File: src/rtl/cacheline_adaptor.sv
// Cache-line <-> memory burst adaptor: splits one line read/write into
// width/burst_width beats, each beat paced by the memory's resp_i.
module cacheline_adaptor #(
  parameter int width       = 256,
  parameter int burst_width = 64
) (
  input  logic                   clk,
  input  logic                   reset_n,
  input  logic [width-1:0]       line_i,
  output logic [width-1:0]       line_o,
  input  logic [31:0]            address_i,
  input  logic                   read_i,
  input  logic                   write_i,
  output logic                   resp_o,
  input  logic [burst_width-1:0] burst_i,
  output logic [burst_width-1:0] burst_o,
  output logic [31:0]            address_o,
  output logic                   read_o,
  output logic                   write_o,
  input  logic                   resp_i
);
  localparam int beats = width / burst_width;
  localparam int cnt_w = (beats > 1) ? $clog2(beats) : 1;
  localparam int off_w = $clog2(width / 8);
  localparam logic [cnt_w-1:0] last_beat = cnt_w'(beats - 1);

  typedef enum logic [1:0] {IDLE, READ, WRITE, DONE} state_t;

  state_t                 state_reg, state_next;
  logic [cnt_w-1:0]       cnt_reg;
  logic [width-1:0]       wline_reg;
  logic [burst_width-1:0] wlane [beats];
  logic                   accept;
  logic                   last_accept;

  generate
    for (genvar gi = 0; gi < beats; gi++) begin : g_lane
      assign wlane[gi] = wline_reg[gi*burst_width +: burst_width];
    end
  endgenerate

  assign accept      = resp_i && (state_reg == READ || state_reg == WRITE);
  assign last_accept = accept && (cnt_reg == last_beat);

  // Write has priority over read when both are requested together.
  always_comb begin
    state_next = state_reg;
    case (state_reg)
      IDLE:        if (write_i) state_next = WRITE;
                   else if (read_i) state_next = READ;
      READ, WRITE: if (last_accept) state_next = DONE;
      DONE:        state_next = IDLE;
      default:     state_next = IDLE;
    endcase
  end

  always_ff @(posedge clk) begin
    if (!reset_n) state_reg <= IDLE;
    else          state_reg <= state_next;
  end

  // Outputs are registered from the next state so read_o/write_o/resp_o
  // line up exactly with the state they describe.
  always_ff @(posedge clk) begin
    if (!reset_n) begin
      cnt_reg   <= '0;
      wline_reg <= '0;
      line_o    <= '0;
      burst_o   <= '0;
      address_o <= '0;
      read_o    <= 1'b0;
      write_o   <= 1'b0;
      resp_o    <= 1'b0;
    end else begin
      read_o  <= (state_next == READ);
      write_o <= (state_next == WRITE);
      resp_o  <= (state_next == DONE);
      if (state_reg == IDLE && state_next != IDLE) begin
        cnt_reg   <= '0;
        address_o <= {address_i[31:off_w], off_w'(0)};
        if (write_i) begin
          wline_reg <= line_i;
          burst_o   <= line_i[burst_width-1:0];
        end
      end else if (accept && !last_accept) begin
        cnt_reg <= cnt_reg + 1'b1;
        if (state_reg == WRITE) burst_o <= wlane[cnt_reg + 1'b1];
      end
      if (state_reg == READ && resp_i)
        line_o[cnt_reg*burst_width +: burst_width] <= burst_i;
    end
  end
endmodule

File: config.mk
export PLATFORM = sky130hd
export DESIGN_NAME = cacheline_adaptor
export DESIGN_NICKNAME = d
export VERILOG_FILES = /design/src/rtl/cacheline_adaptor.sv
export SDC_FILE = /design/constraint.sdc
export NUM_CORES = 1
export LEC_CHECK = 0
export BUFFER_PORTS_ARGS = -buffer_cell sky130_fd_sc_hd__buf_2
export CAP_MARGIN = 10
export CELL_PAD_IN_SITES_DETAIL_PLACEMENT = 1
export CELL_PAD_IN_SITES_GLOBAL_PLACEMENT = 2
export CORE_MARGIN = 2
export CORE_UTILIZATION = 32
export CTS_CLUSTER_SIZE = 40
export DETAILED_ROUTE_END_ITERATION = 6
export PLACE_DENSITY = 0.83
export SKIP_CTS_REPAIR_TIMING = 1
export SYNTH_ARGS = -nofsm -noshare
export SYNTH_HDL_FRONTEND = slang
export SYNTH_SLANG_ARGS = --single-unit
File: constraint.sdc
create_clock -name clk -period 6.2 [get_ports clk]
set_input_delay 0.62 -clock clk [delete_from_list [all_inputs] [get_ports clk]]
set_output_delay 0.62 -clock clk [all_outputs]
set_load 0.01 [all_outputs]
==> impl_results.md, run 1 <==
- Cell area after placement: 28100 um^2
- Pre-Repair DR Iteration Count: 5
- Drc violations: 0
- IO Port Bufs: between 700 and 800
- Later-pin clock latency in the skew report: approximately 0.61 ns
- Hold Fails Final Rpt: 0
- Multi-input gate area in the final layout: around 11000 um^2
- Hold crit path type: input port to register
- Max Buffers Root-to-Sink: 3
- Iter 0 DRT Violations: 1243
- Root Buffer: clkbuf_16
- Critical path endpoint category: register
- Flops & latches, synth: approximately 600
- Met2 WL: about 46 mm
- Async SR Flop Fraction: 0
- Sequential area share after synthesis: 0.502
- FF+latch area: about 12000 um^2
- Share of the synthesized area in the top cell type: 0.502
- First-pass GRT wire length: about 140 mm
- Top delay family on crit path: buffers and inverters
- Die ar.: 78200 um^2
- Number of vias per cell: 5.16
- RSZ-0062 raised after global routing: no
- CP max FO: 37
- Die Y: 280 um
- Synth Flop Type: dfxtp_1
- Startpoint Class: register
- ANT nets after route: 0
- M1 WL: about 38 mm
- Routed wire per std cell: around 21 um
- Num CTS Buffers: 70
- H-tree Lvls: 3
- Met3 wire len: slightly below 7 mm
- Max Used Layer: met5
- Initial Util: 0.322
- CP Data Arrival Time: ~4.0 ns
- Vias post-DR: roughly 23000
- Fmax: roughly 280 MHz
- Final TNS setup: 0 ns
- CP max stage delay: ~0.83 ns
- Synth Warn #: 0
- Worst-path cell chain: inv_1, ha_4, buf_4, mux4_2, nand2_1, a311oi_2
- EDFF count, synth: 0
- Synth cell types: 35
- CTS Sinks: between 600 and 700
- Worst setup path class: register to register
- PD cells: about 320 nW/um^2
- Fillcell total: between 9000 and 10000
- All-Layer GR Usage: 0.234
- CP bufs+invs: 2
- Vias in the first global route: 23200
- Crit path time final: between 3 and 4 ns
- Worst Path Required: 6.63 ns
- Reg-to-reg slack, setup: between 2 and 3 ns
- Final WL: between 90 and 100 mm
- Critical path's slowest cell: ha_4
- Cell count after synthesis: 2876
- Final Instance Area: 30500 um^2
- Layout net count: 3773
- Row count: 101
- Routability cong.: between 0.8 and 0.9
- CTS tree: built
- Die W: 280 um
- HPWL Detailed: approximately 61 mm
- Cell taking the most area after synthesis: dfxtp_1
- Clock skew: 0.0206 ns
- Share of cells above drive strength 1: 0.285
- Period utilization: 0.567
- Synth-to-layout area growth: 25.3%
- CTS clk-pin slew, worst paths: about 0.060 ns
- Initial antenna violation count: 53
- Core ar.: 75600 um^2
- Mean post-synth cell area: 8.46 um^2
- # setup viols final: 0
- Measured slew at the worst slew-check pin: 1.14 ns
- LEAKAGE: 12.1 nW
- Max-slew headroom: 0.238
- Status: complete, no violations
- Final Slew Violations: 0
- MaxCap Viol Count: 0
- Mapped Area: 24300 um^2
- # IOs: approximately 710
- Synth area leaders: dfxtp_1, nand2_1, a21oi_1
- GRT overflow: 0
- Largest net degree at the start of global routing: roughly 200
- Maximum vdd drop: ~0.00016 V
final cells by class:
cell class | instances | share of cell area
clock inverter | 18 | 0.00657
antenna | 31 | 0.00254
timing repair buffer | 732 | 0.124
clock buffer | 101 | 0.0682
inverter | 5 | 0.000862
multi-input combinational | 1989 | 0.357
sequential | 610 | 0.401
tap | 978 | 0.0401
power by group:
group	total, W	switching (W)	leakage (nW)	internal (W)
Combinational	0.00131	0.000865	6.01	0.000450
Clock	0.00416	0.00174	1.14	0.00243
Sequential	0.00426	0.000119	4.97	0.00414
per-layer routing:
metal | GRT usage | vias to the layer above
met1 | 0.274 | 11200
met2 | 0.396 | 648
met4 | 0.0989 | 46
li1 | - | 10900
met3 | 0.0712 | 223
met5 | 0 | -
placed cells by master, fill, tap and decap left out, types with 5 or more instances in the layout:
cell | netlist | final
clkbuf_16 | 0 | 72
ha_1 | 8 | 7
diode_2 | 0 | 31
mux4_2 | 64 | 64
buf_2 | 80 | 701
conb_1 | 1 | 5
a311oi_2 | 60 | 60
nand2_1 | 953 | 952
dfxtp_1 | 610 | 609
clkbuf_1 | 126 | 12
clkbuf_8 | 0 | 17
clkinv_2 | 0 | 11
nand3_1 | 260 | 256
buf_4 | 34 | 28
a21oi_1 | 541 | 541
a311oi_1 | 5 | 5
a211oi_1 | 66 | 66
worst min-delay path, stage by stage:
cell	delay [ns]
buf_2	0.09
nand2_1	0.05
a21oi_1	0.05
cells in the mapped netlist (all sizes together), types with 2 or more instances:
cell and instances:
nand2 953, dfxtp 610, a21oi 541, nand3 260, buf 150, clkbuf 126
a211oi 66, a311oi 65, mux4 64, ha 8, and3 4, inv 4
nor2 4, nor3b 3, nand3b 2
stage by stage:
| stage | worst slack (ns) | total power (W) | util | instances | hold slack (ns) |
|---|---|---|---|---|---|
| 6_report | 2.69 | 0.00974 | 0.403 | 4464 | 0.241 |
| 3_5_place_dp | 2.60 | 0.00567 | 0.372 | 4314 | 0.441 |
| 2_1_floorplan | 3.71 | 0.00515 | - | 2880 | 0.433 |
| 4_1_cts | 2.59 | 0.00985 | 0.402 | 4433 | 0.201 |
| 5_1_grt | 2.43 | 0.0101 | 0.403 | 4453 | 0.220 |
| 3_3_place_gp | 2.64 | 0.00565 | 0.372 | 4314 | 0.435 |
path summary, 6_finish.rpt:
kind | end | cells past startpoint | from
min reg2reg | line_o[206] | 2 | line_o[206]
max reg2reg | burst_o[50] | 6 | cnt_reg[0]
min | wline_reg[97] | 3 | line_i[97]
max | burst_o[50] | 6 | cnt_reg[0]
kinds of logic (layout without fill, tap and decap cells):
| kind of cell | after synthesis | in the layout | synth area share |
|---|---|---|---|
| multiplexers | 65 | 65 | 0.0597 |
| other | 1 | 36 | 0.000154 |
| buffers and inverters | 281 | 856 | 0.0552 |
| XOR/XNOR | 1 | 1 | 0.000360 |
| AO/OA/AOI/OAI | 678 | 678 | 0.173 |
| flip-flops | 610 | 610 | 0.502 |
| AND/OR/NAND/NOR | 1232 | 1232 | 0.206 |
| adder cells (fa/ha/maj) | 8 | 8 | 0.00411 |
Note: power is estimated with default switching activity, not from simulation.
==> inputs of run 2 (changes only) <==
--- a/config.mk
+++ b/config.mk
@@ -5,15 +5,16 @@
 export SDC_FILE = /design/constraint.sdc
 export NUM_CORES = 1
 export LEC_CHECK = 0
+export ABC_AREA = 1
 export BUFFER_PORTS_ARGS = -buffer_cell sky130_fd_sc_hd__buf_2
 export CAP_MARGIN = 10
 export CELL_PAD_IN_SITES_DETAIL_PLACEMENT = 1
 export CELL_PAD_IN_SITES_GLOBAL_PLACEMENT = 2
 export CORE_MARGIN = 2
-export CORE_UTILIZATION = 32
+export CORE_UTILIZATION = 28
 export CTS_CLUSTER_SIZE = 40
 export DETAILED_ROUTE_END_ITERATION = 6
-export PLACE_DENSITY = 0.83
+export PLACE_DENSITY = 0.77
 export SKIP_CTS_REPAIR_TIMING = 1
 export SYNTH_ARGS = -nofsm -noshare
 export SYNTH_HDL_FRONTEND = slang
==> constraint.sdc (replaced) <==
create_clock -name clk -period 3.7 [get_ports clk]
set_input_delay 0.37 -clock clk [delete_from_list [all_inputs] [get_ports clk]]
set_output_delay 0.37 -clock clk [all_outputs]
set_load 0.01 [all_outputs]
==> run 2 against run 1 <==
Effect of this change: the flow now finishes with violations (hold timing); total power rose by 75%; clock power rose by 83%; maximum frequency rose by 24%; critical path depth rose by 3; largest power group is now clock; highest routed layer unchanged.
==> impl_results.md, run 2 <==
- Crit path time final: 2.83 ns (-0.686 ns)
- RSZ-0062 raised after global routing: no
- Largest net degree at the start of global routing: 217 (+7.4%)
- # setup viols final: 0 (unchanged)
- Vias post-DR: 25200 (+9.3%)
- All-Layer GR Usage: 0.221 (-0.0134)
- Critical path endpoint category: register
- Status: complete, but fails checks
- Routed wire per std cell: 20.1 um (-6.2%)
- Initial antenna violation count: 49 (-7.5%)
- Drc violations: 0 (unchanged)
- Share of the synthesized area in the top cell type: 0.484 (-0.0180)
- Final WL: 106 mm (+11%)
- Final Slew Violations: 0 (unchanged)
- Pre-Repair DR Iteration Count: 7 (+2)
- PD cells: 523 nW/um^2 (+64%)
- GRT overflow: 0 (unchanged)
- Mapped Area: 25200 um^2 (+3.7%)
- Most frequent cells in the layout: buf_2, dfxtp_1, nand2_1, a21oi_1, inv_1
- IO Port Bufs: 701 (unchanged)
- Synth-to-layout area growth: 28.8%
- Layout net count: 4388 (+16%)
- Synth Warn #: 0 (unchanged)
- Period utilization: 0.764 (+0.197)
- Vias in the first global route: 24700 (+6.8%)
- LEAKAGE: 13.9 nW (+15%)
- Synth cell types: 36 (+2.9%)
- Die Y: 304 um (+8.7%)
- Cell count after synthesis: 3462 (+20%)
- Most common cell after layout, fill and taps aside: buf_2
- CP Data Arrival Time: 3.38 ns (-0.57 ns)
- CTS tree: built
- CTS clk-pin slew, worst paths: 0.06 ns (about the same)
- Hold crit path type: input port to register
- Core ar.: 89600 um^2 (+19%)
- EDFF count, synth: 0 (unchanged)
- HPWL Detailed: 71.0 mm (+17%)
- Cell taking the most area after synthesis: dfxtp_1
- Count leader, synth: dfxtp_1
- Measured slew at the worst slew-check pin: 0.991 ns (-0.153 ns)
- Root Buffer: clkbuf_16
- Hold Fails Final Rpt: 8 (+8)
- Worst-path cell chain: inv_2, ha_4, nand2_4, buf_12, o211ai_1, nand2_1, nand2_1, nor2_1, nor2_1
- Synth area leaders: dfxtp_1, a21oi_1, nand2_1
- Die ar.: 92500 um^2 (+18%)
- Worst Path Required: 4.25 ns (-2.38 ns)
- Critical path's slowest cell: dfxtp_4
- Initial Util: 0.282 (-0.0403)
- Final TNS setup: 0 ns (unchanged)
- Maximum vdd drop: 0.000281 V (+74%)
- CP max FO: 49 (+32%)
- Row count: 110 (+8.9%)
- Worst setup path class: register to register
- Num CTS Buffers: 75 (+7.1%)
- # IOs: 712 (unchanged)
- Final Instance Area: 32500 um^2 (+6.6%)
- Clock skew: 0.0247 ns (+0.00414 ns)
- Synth Flop Type: dfxtp_1
- Hold slack: -0.0170 ns (-0.258 ns)
- Fmax: 354 MHz (+24%)
- Mean post-synth cell area: 7.29 um^2 (-14%)
- Share of cells above drive strength 1: 0.221 (-0.0648)
- Startpoint Class: register
- List of most frequent post-synthesis cells: dfxtp_1, nand2_1, a21oi_1
- CP max stage delay: 0.69 ns (-0.14 ns)
- Flops & latches, synth: 610 (unchanged)
- First-pass GRT wire length: 158 mm (+11%)
- MaxCap Viol Count: 0 (unchanged)
- Async SR Flop Fraction: 0 (unchanged)
- Max-slew headroom: 0.339 (+0.101)
- Later-pin clock latency in the skew report: 0.64 ns (+0.03 ns)
- Iter 0 DRT Violations: 1307 (+5.1%)
- H-tree Lvls: 3 (unchanged)
- Number of vias per cell: 4.78 (-7.4%)
- CTS Sinks: 610 (unchanged)
- Cell area after placement: 29600 um^2 (+5.3%)
- Sequential area share after synthesis: 0.484 (-0.0180)
- Failing checks: hold timing
- ANT nets after route: 0 (unchanged)
- Max Buffers Root-to-Sink: 3 (unchanged)
- Die W: 304 um (+8.7%)
- Routability cong.: 0.833 (+3.1%)
## run 2: cell count changes after synthesis, sizes merged, moves of 64 or more
cell | previous run | this run
a211oi | 66 | 1
a311oi | 65 | 0
clkbuf | 126 | 203
inv | 4 | 388
mux4 | 64 | 0
nand2 | 953 | 575
nand3 | 260 | 196
nor2 | 4 | 304
o211ai | 0 | 64
o21ai | 1 | 372
## run 2: per-stage QoR
stage / std cells / total power [W] / worst slack, ns / utilization
finish: 5272 / 0.0170 / 0.873 / 0.363
global placement: 5092 / 0.00951 / 0.844 / 0.331
floorplan: 3466 / 0.00862 / 1.38 / -
detailed placement: 5092 / 0.00955 / 0.812 / 0.331
CTS: 5231 / 0.0172 / 0.808 / 0.359
global route: 5267 / 0.0178 / 0.641 / 0.363
## run 2: per-layer routing
layer / GRT usage / routed length (um) / vias to the layer above
li1: - / - / 12400
met1: 0.270 / 45400 / 11900
met2: 0.370 / 50200 / 599
met3: 0.0716 / 7450 / 179
met4: 0.0616 / 2260 / 64
met5: 0 / 399 / -
## run 2: where the power goes
| group | total (W) | leakage, nW | switching (W) | internal [W] |
|---|---|---|---|---|
| clock | 0.00760 | 1.25 | 0.00310 | 0.00450 |
| combinational | 0.00227 | 7.72 | 0.00149 | 0.000785 |
| sequential | 0.00712 | 4.97 | 0.000168 | 0.00696 |
| total | 0.0170 | 13.9 | 0.00476 | 0.0122 |
## run 2: cell type report
| class | instances | area, um^2 |
|---|---|---|
| repair buffers | 773 | 4380 |
| fillers | 11200 | 57100 |
| well taps | 1176 | 1470 |
| inverters | 389 | 1470 |
| clock inverters | 27 | 348 |
| multi-input cells | 2174 | 10400 |
| diodes | 11 | 27.5 |
| flip-flops and latches | 610 | 12200 |
| clock buffers | 112 | 2200 |
## run 2: path summary, 6_finish.rpt
| path | slack, ns | startpoint | end | cells after the start |
|---|---|---|---|---|
| hold reg to reg | 0.44 | wline_reg[91] | wline_reg[91] | 2 |
| setup reg to reg | 0.87 | cnt_reg[0] | burst_o[57] | 9 |
| hold / removal | -0.02 | burst_i[49] | line_o[49] | 3 |
| setup / recovery | 0.87 | cnt_reg[0] | burst_o[57] | 9 |
## run 2: worst max-delay path, delay by kind of cell (launching register included)
family	cells	cell delay (ns)
buffers and inverters	2	0.62
adder cells (fa/ha/maj)	1	0.49
flip-flops	1	0.69
AND/OR/NAND/NOR	5	0.63
AO/OA/AOI/OAI	1	0.23
## run 2: cells by family after synthesis
logic type,after synthesis,synth area share
and+or+nand+nor,1145,0.193
AOI/OAI and AO/OA,1015,0.211
buffers and inverters,682,0.108
DFF,610,0.484
adders and majority gates,8,0.00397
xor gates and xnor gates,1,0.000347
other,1,0.000149
